<file path="src/rtl/cell_pixel_writer_pkg.sv">
// Shared cell-processing types: pixel format and the writer FSM state encoding.
package CellProcessingPkg;
  localparam int PIXEL_W = 8;

  typedef logic [PIXEL_W-1:0] pixel_t;

  typedef enum logic [1:0] {IDLE, RUN, FLUSH, DONE} wr_state_e;
endpackage

</file>
<file path="src/rtl/writer_word_fifo.sv">
// Synchronous show-ahead word FIFO: dout is the head entry whenever !empty.
// Push and pop together on a full FIFO both take effect.
module writer_word_fifo #(
  parameter int WIDTH = 32,
  parameter int DEPTH = 8
) (
  input  logic                     clk,
  input  logic                     rst,
  input  logic                     push,
  input  logic                     pop,
  input  logic [WIDTH-1:0]         din,
  output logic [WIDTH-1:0]         dout,
  output logic                     full,
  output logic                     empty,
  output logic [$clog2(DEPTH):0]   count
);
  localparam int AW = $clog2(DEPTH);

  logic [WIDTH-1:0] mem_q [DEPTH];
  logic [AW-1:0]    wptr_q, rptr_q;
  logic [AW:0]      cnt_q;
  logic             do_push, do_pop;

  assign full    = (cnt_q == (AW+1)'(DEPTH));
  assign empty   = (cnt_q == '0);
  assign do_pop  = pop && !empty;
  assign do_push = push && (!full || do_pop);
  assign dout    = mem_q[rptr_q];
  assign count   = cnt_q;

  always_ff @(posedge clk or negedge rst) begin
    if (!rst) begin
      wptr_q <= '0;
      rptr_q <= '0;
      cnt_q  <= '0;
    end else begin
      if (do_push) wptr_q <= wptr_q + AW'(1);
      if (do_pop)  rptr_q <= rptr_q + AW'(1);
      case ({do_push, do_pop})
        2'b10:   cnt_q <= cnt_q + (AW+1)'(1);
        2'b01:   cnt_q <= cnt_q - (AW+1)'(1);
        default: cnt_q <= cnt_q;
      endcase
    end
  end

  // Storage needs no reset; the pointers and count define what is valid.
  always_ff @(posedge clk) begin
    if (do_push) mem_q[wptr_q] <= din;
  end
endmodule

</file>
<file path="src/rtl/cell_pixel_writer.sv">
// Packs the processed pixel stream into memory words, queues them and writes them
// to sequential addresses. Define WRITER_PERF_EN to add the stall_cycles counter.
module cell_pixel_writer
  import CellProcessingPkg::*;
#(
  parameter int PIX_PER_WORD = 4,
  parameter int FIFO_DEPTH   = 8,
  parameter int ADDR_W       = 16,
  parameter int DIM_W        = 10
) (
  input  logic                            clk,
  input  logic                            rst,
  input  logic                            frame_start,
  input  logic [DIM_W-1:0]                img_width,
  input  logic [DIM_W-1:0]                img_height,
  input  logic [ADDR_W-1:0]               base_addr,
  input  logic                            pixel_valid,
  input  pixel_t                          processedPixel,
  output logic                            pixel_ready,
  output logic                            wr_en,
  output logic [ADDR_W-1:0]               wr_addr,
  output logic [PIX_PER_WORD*PIXEL_W-1:0] wr_data,
  input  logic                            mem_ready,
  output logic                            frame_done,
  output logic                            err_drop
`ifdef WRITER_PERF_EN
  ,
  output logic [31:0]                     stall_cycles
`endif
);
  localparam int WW = PIX_PER_WORD * PIXEL_W;
  localparam int LW = $clog2(PIX_PER_WORD);
  localparam int CW = $clog2(FIFO_DEPTH) + 1;

  wr_state_e         state_q, state_d;
  logic [DIM_W-1:0]  w_q, h_q, col_q, row_q;
  logic [LW-1:0]     lane_q;
  logic [WW-1:0]     pack_q, pack_ins, stage_q, fifo_head;
  logic              stage_vld_q;
  logic [ADDR_W-1:0] addr_q;
  logic              err_q;
  logic              start, accept, col_last, row_last, word_done, frame_last, pop;
  logic              fifo_full, fifo_empty;
  logic [CW-1:0]     fifo_cnt;

  assign start      = (state_q == IDLE) && frame_start;
  assign accept     = pixel_valid && pixel_ready;
  assign col_last   = (col_q == w_q - DIM_W'(1));
  assign row_last   = (row_q == h_q - DIM_W'(1));
  assign word_done  = accept && ((lane_q == LW'(PIX_PER_WORD - 1)) || col_last);
  assign frame_last = accept && col_last && row_last;
  assign pop        = wr_en && mem_ready;

  // The staged word lands in the FIFO next edge, so it already claims a slot.
  assign pixel_ready = (state_q == RUN) && !fifo_full &&
                       !(stage_vld_q && (fifo_cnt == CW'(FIFO_DEPTH - 1)));
  assign wr_en       = !fifo_empty;
  assign wr_data     = fifo_empty ? '0 : fifo_head;
  assign wr_addr     = addr_q;
  assign frame_done  = (state_q == DONE);
  assign err_drop    = err_q;

  always_comb begin
    pack_ins = pack_q;
    pack_ins[lane_q*PIXEL_W +: PIXEL_W] = processedPixel;
  end

  always_comb begin
    state_d = state_q;
    case (state_q)
      IDLE:  if (frame_start)
               state_d = (img_width == '0 || img_height == '0) ? DONE : RUN;
      RUN:   if (frame_last) state_d = FLUSH;
      // Leave as soon as the final write completes so frame_done follows it directly.
      FLUSH: if (!stage_vld_q && (fifo_empty || (fifo_cnt == CW'(1) && pop)))
               state_d = DONE;
      DONE:  state_d = IDLE;
      default: state_d = IDLE;
    endcase
  end

  always_ff @(posedge clk or negedge rst) begin
    if (!rst) begin
      state_q     <= IDLE;
      w_q         <= '0;
      h_q         <= '0;
      col_q       <= '0;
      row_q       <= '0;
      lane_q      <= '0;
      pack_q      <= '0;
      stage_q     <= '0;
      stage_vld_q <= 1'b0;
      addr_q      <= '0;
      err_q       <= 1'b0;
    end else begin
      state_q     <= state_d;
      stage_vld_q <= word_done;
      if (word_done) stage_q <= pack_ins;
      if (pop) addr_q <= addr_q + ADDR_W'(1);
      if (start) begin
        w_q    <= img_width;
        h_q    <= img_height;
        addr_q <= base_addr;
        col_q  <= '0;
        row_q  <= '0;
        lane_q <= '0;
        pack_q <= '0;
      end else if (accept) begin
        if (word_done) begin
          pack_q <= '0;
          lane_q <= '0;
        end else begin
          pack_q <= pack_ins;
          lane_q <= lane_q + LW'(1);
        end
        if (col_last) begin
          col_q <= '0;
          row_q <= row_q + DIM_W'(1);
        end else begin
          col_q <= col_q + DIM_W'(1);
        end
      end
      if (pixel_valid && state_q != RUN) err_q <= 1'b1;
    end
  end

  writer_word_fifo #(.WIDTH(WW), .DEPTH(FIFO_DEPTH)) u_fifo (
    .clk   (clk),
    .rst   (rst),
    .push  (stage_vld_q),
    .pop   (pop),
    .din   (stage_q),
    .dout  (fifo_head),
    .full  (fifo_full),
    .empty (fifo_empty),
    .count (fifo_cnt)
  );

`ifdef WRITER_PERF_EN
  logic [31:0] stall_q;
  logic        stall_ev;

  assign stall_ev = (wr_en && !mem_ready) ||
                    (state_q == RUN && pixel_valid && !pixel_ready);
  assign stall_cycles = stall_q;

  always_ff @(posedge clk or negedge rst) begin
    if (!rst)                           stall_q <= '0;
    else if (start)                     stall_q <= '0;
    else if (stall_ev && stall_q != '1) stall_q <= stall_q + 32'd1;
  end
`endif
endmodule

</file>
<file path="config.mk">
export PLATFORM = sky130hd
export DESIGN_NAME = cell_pixel_writer
export DESIGN_NICKNAME = d
export VERILOG_FILES = /design/src/rtl/cell_pixel_writer_pkg.sv /design/src/rtl/writer_word_fifo.sv /design/src/rtl/cell_pixel_writer.sv
export SDC_FILE = /design/constraint.sdc
export NUM_CORES = 1
export LEC_CHECK = 0
export ABC_AREA = 1
export CORE_MARGIN = 2
export CORE_UTILIZATION = 40
export CTS_CLUSTER_SIZE = 8
export DETAILED_ROUTE_END_ITERATION = 8
export PLACE_DENSITY = 0.64
export SYNTH_ARGS = -nofsm -noshare
export SYNTH_HDL_FRONTEND = slang
export SYNTH_HIERARCHICAL = 1
export SYNTH_SLANG_ARGS = --single-unit
</file>
<file path="constraint.sdc">
create_clock -name clk -period 6.8 [get_ports clk]
set_input_delay 1.36 -clock clk [delete_from_list [all_inputs] [get_ports clk]]
set_output_delay 1.36 -clock clk [all_outputs]
set_load 0.02 [all_outputs]
</file>
==> impl_metrics.tcl, run 1 <==
set metrics [dict create \
    outcome "finished, final reports clean" \
    die_w_um 214 \
    fin_util_pct 47.8 \
    r2r-start "state_q[0]$_DFFE_PN0P_" \
    viasPerCell 5.10 \
    critPathKind "flip-flop to output pin" \
    maxCapViolCount 0 \
    worstSetupStartpoint "u_fifo/rptr_q[0]$_DFFE_PN0N_" \
    slew_violations 0 \
    yosysWarnings 6 \
    critPathArrivalTime_ns 3.69 \
    synth_edf_count 256 \
    gp_congestion 0.833 \
    swShare_pct 37.1 \
    fin_tns_setup_ns 0 \
    cts_tree "done" \
    path_max_fanout 73 \
    cts_resized 0 \
    grt_pass1_vias 12008 \
    reg2reg_depth 9 \
    slew_headroom_pct 16.0 \
    r2r_end "pack_q[17]$_DFFE_PN0P_" \
    grt_pass1_wl_mm 64.2 \
    finish.net_count 1882 \
    drive_above_1_share_pct 7.19 \
    port_buffers 100 \
    cts-root-buf "clkbuf_16" \
    synth.avg_cell_area_um2 10.3 \
    design_area_um2 20700 \
    core_um2 43400 \
    numClockSinks 392 \
    intPower_w 0.00555 \
    clock_latency_ns 0.59 \
    seq_area_frac_synth_pct 62.8 \
    finalHoldViolCount 0 \
    most-common-layout-cells "nand2_1, edfxtp_1, nor2_1, inv_1, o21ai_0" \
    synth_seq_cells 392 \
    layout_commonest_cell "nand2_1" \
    areaGrowthSynthToFinish_pct 17.4 \
    cp.required_ns 5.44 \
    wire_per_inst_um 16.4 \
    ant_nets 0 \
    syn_inst 1713 \
    drt_pass1_iterations 5 \
    initial_core_util_pct 40.7 \
    p_total_w 0.00881 \
    hp-start "err_drop$_DFFE_PN0P_" \
    regToRegSetupSlack_ns 3.36 \
    synth_ff_type "edfxtp_1" \
    htree_num_levels 2 \
    peakVddDrop_mv 0.241 \
    seq_power_share_pct 36.2 \
    skew_ns 0.0295 \
    worst_pin_slew_ns 1.26 \
    grt_max_degree 93 \
    hold_end "err_drop$_DFFE_PN0P_" \
    vias 12419 \
    leakage_nw 8.05 \
    cts_inserted_buffers 54 \
    ios 101 \
    max_freq_mhz 198 \
    ys_types 46 \
    placed_area_um2 19200 \
    cts_buffer_depth 3 \
    fin_crit_sh_pct 74.3 \
    power_frac_clock_pct 27.9 \
    hold_class "flip-flop to flip-flop" \
    syn_nets 1783 \
    die_h_um 214 \
    power_switching_w 0.00327 \
    rows 76 \
    first_iter_violations 808 \
    place.detailed.hpwl_mm 24.2 \
    pwr-share-comb_pct 35.9 \
    power_density_nw_per_um2 425 \
    rsz0062_at_grt "false" \
    holdBufCountCts 0 \
    drt_wl_total_mm 39.9 \
    track_usage_pct 17.3 \
    finalSetupViolations 0 \
    cts.reportedPaths.clkPinSlew_ns 0.05 \
    cts_setup_buffers 0 \
    start_kind "flip-flop" \
    whs_path_depth 1 \
    dieArea_um2 45900 \
    cp-end-kind "output pin" \
    netlist_area_um2 17700 \
    drc 0 \
    period_needed_ns 5.05 \
    overflow 0 \
    async_flop_share_pct 34.7 \
    antenna_found_initial 1 \
]
[cell families (layout without fill, tap and decap cells)]
group	after synthesis	after routing	synth area share (%)
mux	33	33	1.88
buf+inv	257	394	6.32
compound gates	339	339	11.1
simple gates	636	636	14.6
xor+xnor	35	35	1.74
other cells	0	1	0
flops	392	392	62.8
fa+ha+maj	21	21	1.53
[through the flow]
step | hold WS, ns | setup slack [ns] | cells
global route | 0.512 | 1.43 | 2435
finish | 0.464 | 1.75 | 2436
detailed placement | 0.446 | 2.29 | 2341
floorplan | 0.454 | 1.13 | 1713
CTS | 0.462 | 1.67 | 2435
global placement | 0.442 | 2.32 | 2341
[critical path, cell delays in order, from the launching register on]
cell and delay, ns:
dfrtp_4 0.40, buf_4 0.64, buf_4 0.67, nor2_1 0.13
nor2_1 0.13, o21ai_0 0.10, o21ai_1 0.12, nand2_1 0.06
nand2_1 0.08, inv_1 0.03, nor2_1 0.08, clkdlybuf4s50_1 0.61
[power by group through the flow]
stage	registers, W	logic [W]	clock network (W)
floorplan	0.00311	0.00223	0
global placement	0.00322	0.00314	0
detailed placement	0.00323	0.00318	0
CTS	0.00319	0.00320	0.00251
global route	0.00324	0.00355	0.00262
finish	0.00319	0.00317	0.00246
[area by class of cell]
type	instances	area, um2
Sequential cell	392	11100
Timing Repair Buffer	122	1180
Fill cell	4008	22600
Clock buffer	92	1520
Inverter	178	668
Multi-Input combinational cell	1064	5510
Antenna cell	1	2.50
Clock inverter	2	28.8
Tap cell	585	732
[per-layer routing]
layer	vias to the layer above	global-route usage [%]	routed length [um]
met1	6024	23.6	18300
met2	274	28.4	18800
met5	-	0	0
li1	6060	-	-
met3	61	3.19	1860
met4	0	5.19	930
[flip-flops by register name, indices dropped and copies added, names as in the netlist]
name and flops:
state_q 2, lane_q 2, pack_q 32, stage_q 32
w_q 10, u_fifo/count 4, col_q 10, h_q 10
u_fifo/rptr_q 3, err_drop 1, row_q 10, u_fifo/mem_q 256
wr_addr 16, u_fifo/wptr_q 3, stage_vld_q 1
[worst max path at each step]
stage | end | slack (ns) | cells after the start
after floorplan | u_fifo/mem_q[5][0]$_DFFE_PP_ | 1.13 | 6
after global placement | wr_data[24] | 2.32 | 11
after detailed placement | wr_data[28] | 2.29 | 11
after CTS | wr_data[28] | 1.67 | 11
after global routing | wr_data[24] | 1.43 | 11
final | wr_data[6] | 1.75 | 11
[cells in the mapped netlist, types with 7 or more instances]
master / instances / area share [%]
ha_1: 20 / 1.4
o21ai_2: 23 / 1.1
clkbuf_2: 7 / 0.20
nor3_1: 20 / 0.57
o21ai_1: 34 / 0.96
nor2_1: 219 / 4.7
o22ai_1: 85 / 3.0
nand4_1: 11 / 0.39
clkbuf_1: 41 / 0.87
nand2_1: 310 / 6.6
xnor2_1: 12 / 0.59
nand3_1: 49 / 1.4
edfxtp_1: 256 / 44
buf_2: 14 / 0.40
buf_6: 9 / 0.57
dfrtp_1: 136 / 19
inv_1: 172 / 3.7
a21oi_1: 12 / 0.34
mux2i_1: 32 / 1.8
a32oi_1: 8 / 0.40
nor4_1: 9 / 0.32
o21ai_0: 160 / 4.5
xor2_1: 23 / 1.1
Note: power is estimated with default switching activity, not from simulation.
==> run 2: changes to the inputs <==
PLACE_DENSITY = 0.66   (was 0.64)
clock period = 4.2 ns   (was 6.8 ns; I/O delays follow)
==> impl_metrics.tcl, run 2 (synthesized netlist as in run 1, its figures left out) <==
set metrics [dict create \
    critPathArrivalTime_ns 2.99 \
    cts_buffer_depth 3 \
    regToRegSetupSlack_ns 1.17 \
    die_w_um 214 \
    reg2reg_depth 11 \
    numClockSinks 392 \
    dp.cells 2348 \
    drive_above_1_share_pct 7.77 \
    rows 76 \
    r2r_end "wr_addr[6]$_DFFE_PN0P_" \
    finish.net_count 1890 \
    grt_max_degree 96 \
    cp-end-kind "output pin" \
    place.detailed.hpwl_mm 25.6 \
    r2r-start "u_fifo/count[0]$_DFFE_PN0P_" \
    seq_power_share_pct 35.6 \
    intPower_w 0.00901 \
    grt_pass1_wl_mm 66.5 \
    cpMaxStageDelayCell "clkdlybuf4s50_1" \
    track_usage_pct 17.9 \
    cts.reportedPaths.clkPinSlew_ns 0.05 \
    overflow 0 \
    power_density_nw_per_um2 691 \
    reg_top3 "u_fifo/mem_q x256, pack_q x32, stage_q x32" \
    slew_headroom_pct 39.4 \
    pwr-share-comb_pct 36.7 \
    ant_nets 0 \
    die_h_um 214 \
    antenna_found_initial 0 \
    largest_reg_flops 256 \
    finalSetupViolations 0 \
    outcome "finished, final reports clean" \
    viasPerCell 5.11 \
    grt_pass1_vias 12457 \
    slowest_delay_ns 0.62 \
    skew_ns 0.0386 \
    initial_core_util_pct 40.7 \
    design_area_um2 20900 \
    power_frac_clock_pct 27.6 \
    peakVddDrop_mv 0.346 \
    clock_latency_ns 0.62 \
    cts-root-buf "clkbuf_16" \
    wire_per_inst_um 16.9 \
    holdBufCountCts 0 \
    path_max_fanout 26 \
    dieArea_um2 45900 \
    port_buffers 100 \
    swShare_pct 37.5 \
    critPathKind "flip-flop to output pin" \
    diodes 0 \
    layout_commonest_cell "nand2_1" \
    cts_tree "done" \
    power_switching_w 0.00541 \
    drt_wl_total_mm 41.0 \
    cts_inserted_buffers 55 \
    gp_congestion 0.833 \
    slew_violations 0 \
    fillCellCount 4010 \
    period_needed_ns 3.83 \
    max_freq_mhz 261 \
    maxCapViolCount 0 \
    first_iter_violations 970 \
    hold_class "input pin to asynchronous set/reset pin" \
    htree_num_levels 2 \
    fin_util_pct 48.1 \
    dp_slack_ns 0.740 \
    fin_cells 2425 \
    start_kind "flip-flop" \
    cts_setup_buffers 0 \
    regMostFlops "u_fifo/mem_q" \
    cts_resized 0 \
    ios 101 \
    drc 0 \
    timing.final.ws_setup_ns 0.367 \
    drt_pass1_iterations 5 \
    finalHoldViolCount 0 \
    vias 12396 \
    core_um2 43400 \
    crit_chain "inv_4 -> buf_4 -> nor2_1 -> o22ai_1 -> nand2_1 -> nand2_1 -> inv_1 -> nor2_1 -> clkdlybuf4s50_1" \
    placed_area_um2 19300 \
    most-common-layout-cells "nand2_1, edfxtp_1, nor2_1, inv_1, o21ai_0" \
    rsz0062_at_grt "false" \
    leakage_nw 8.10 \
    fin_crit_sh_pct 91.3 \
    holdWs_ns 0.349 \
    worst_pin_slew_ns 0.910 \
    cp.required_ns 3.36 \
    areaGrowthSynthToFinish_pct 18.1 \
]
==> run 2: cell count changes in the layout (fill, tap and decap cells not counted), sizes merged <==
cell | before | now
diode | 1 | 0
clkinv | 3 | 6
clkbuf | 92 | 73
inv | 177 | 175
clkinvlp | 0 | 1
buf | 23 | 30
==> run 2: cell type report <==
cell class	count	area, um2	area share, %
Clock buffer	73	1450	6.97
Sequential cell	392	11100	53.2
Tap cell	585	732	3.51
Inverter	178	671	3.22
Multi-Input combinational cell	1064	5520	26.5
Clock inverter	4	97.6	0.468
Timing Repair Buffer	129	1280	6.15
==> run 2: layer usage <==
| metal | routed length [um] | global-route usage [%] |
|---|---|---|
| met5 | 0 | 0 |
| met3 | 1980 | 3.23 |
| met1 | 18700 | 24.6 |
| met2 | 19500 | 29.4 |
| met4 | 730 | 4.65 |
==> run 2: power groups by stage <==
stage	Clock [W]	Sequential, W	Combinational [W]
floorplan	0	0.00503	0.00362
global placement	0	0.00517	0.00521
detailed placement	0	0.00520	0.00531
CTS	0.00406	0.00513	0.00534
global route	0.00424	0.00521	0.00595
finish	0.00398	0.00513	0.00530
==> run 2: worst max-delay path by stage <==
stage	from	end	slack (ns)	cells after the start
after floorplan	mem_ready	u_fifo/mem_q[3][0]$_DFFE_PP_	-0.06	6
after global placement	u_fifo/rptr_q[0]$_DFFE_PN0N_	wr_data[25]	0.80	9
after detailed placement	u_fifo/rptr_q[0]$_DFFE_PN0N_	wr_data[29]	0.74	9
after CTS	u_fifo/rptr_q[0]$_DFFE_PN0N_	wr_data[29]	0.11	9
after global routing	u_fifo/rptr_q[0]$_DFFE_PN0N_	wr_data[28]	0.04	9
final	u_fifo/rptr_q[0]$_DFFE_PN0N_	wr_data[25]	0.37	9
==> run 2: worst max-delay path, delay by kind of cell, from the launching register on <==
| kind | cells | cell delay, ns |
|---|---|---|
| AO/OA/AOI/OAI | 1 | 0.16 |
| AND/OR/NAND/NOR | 4 | 0.34 |
| flip-flops | 1 | 0.61 |
| buffers and inverters | 4 | 1.28 |
==> run 2: per-stage QoR <==
stage / setup TNS, ns / power (W)
finish: 0 / 0.0144
global route: 0 / 0.0154
CTS: 0 / 0.0145
detailed placement: 0 / 0.0105
global placement: 0 / 0.0104
floorplan: -5.47 / 0.00865
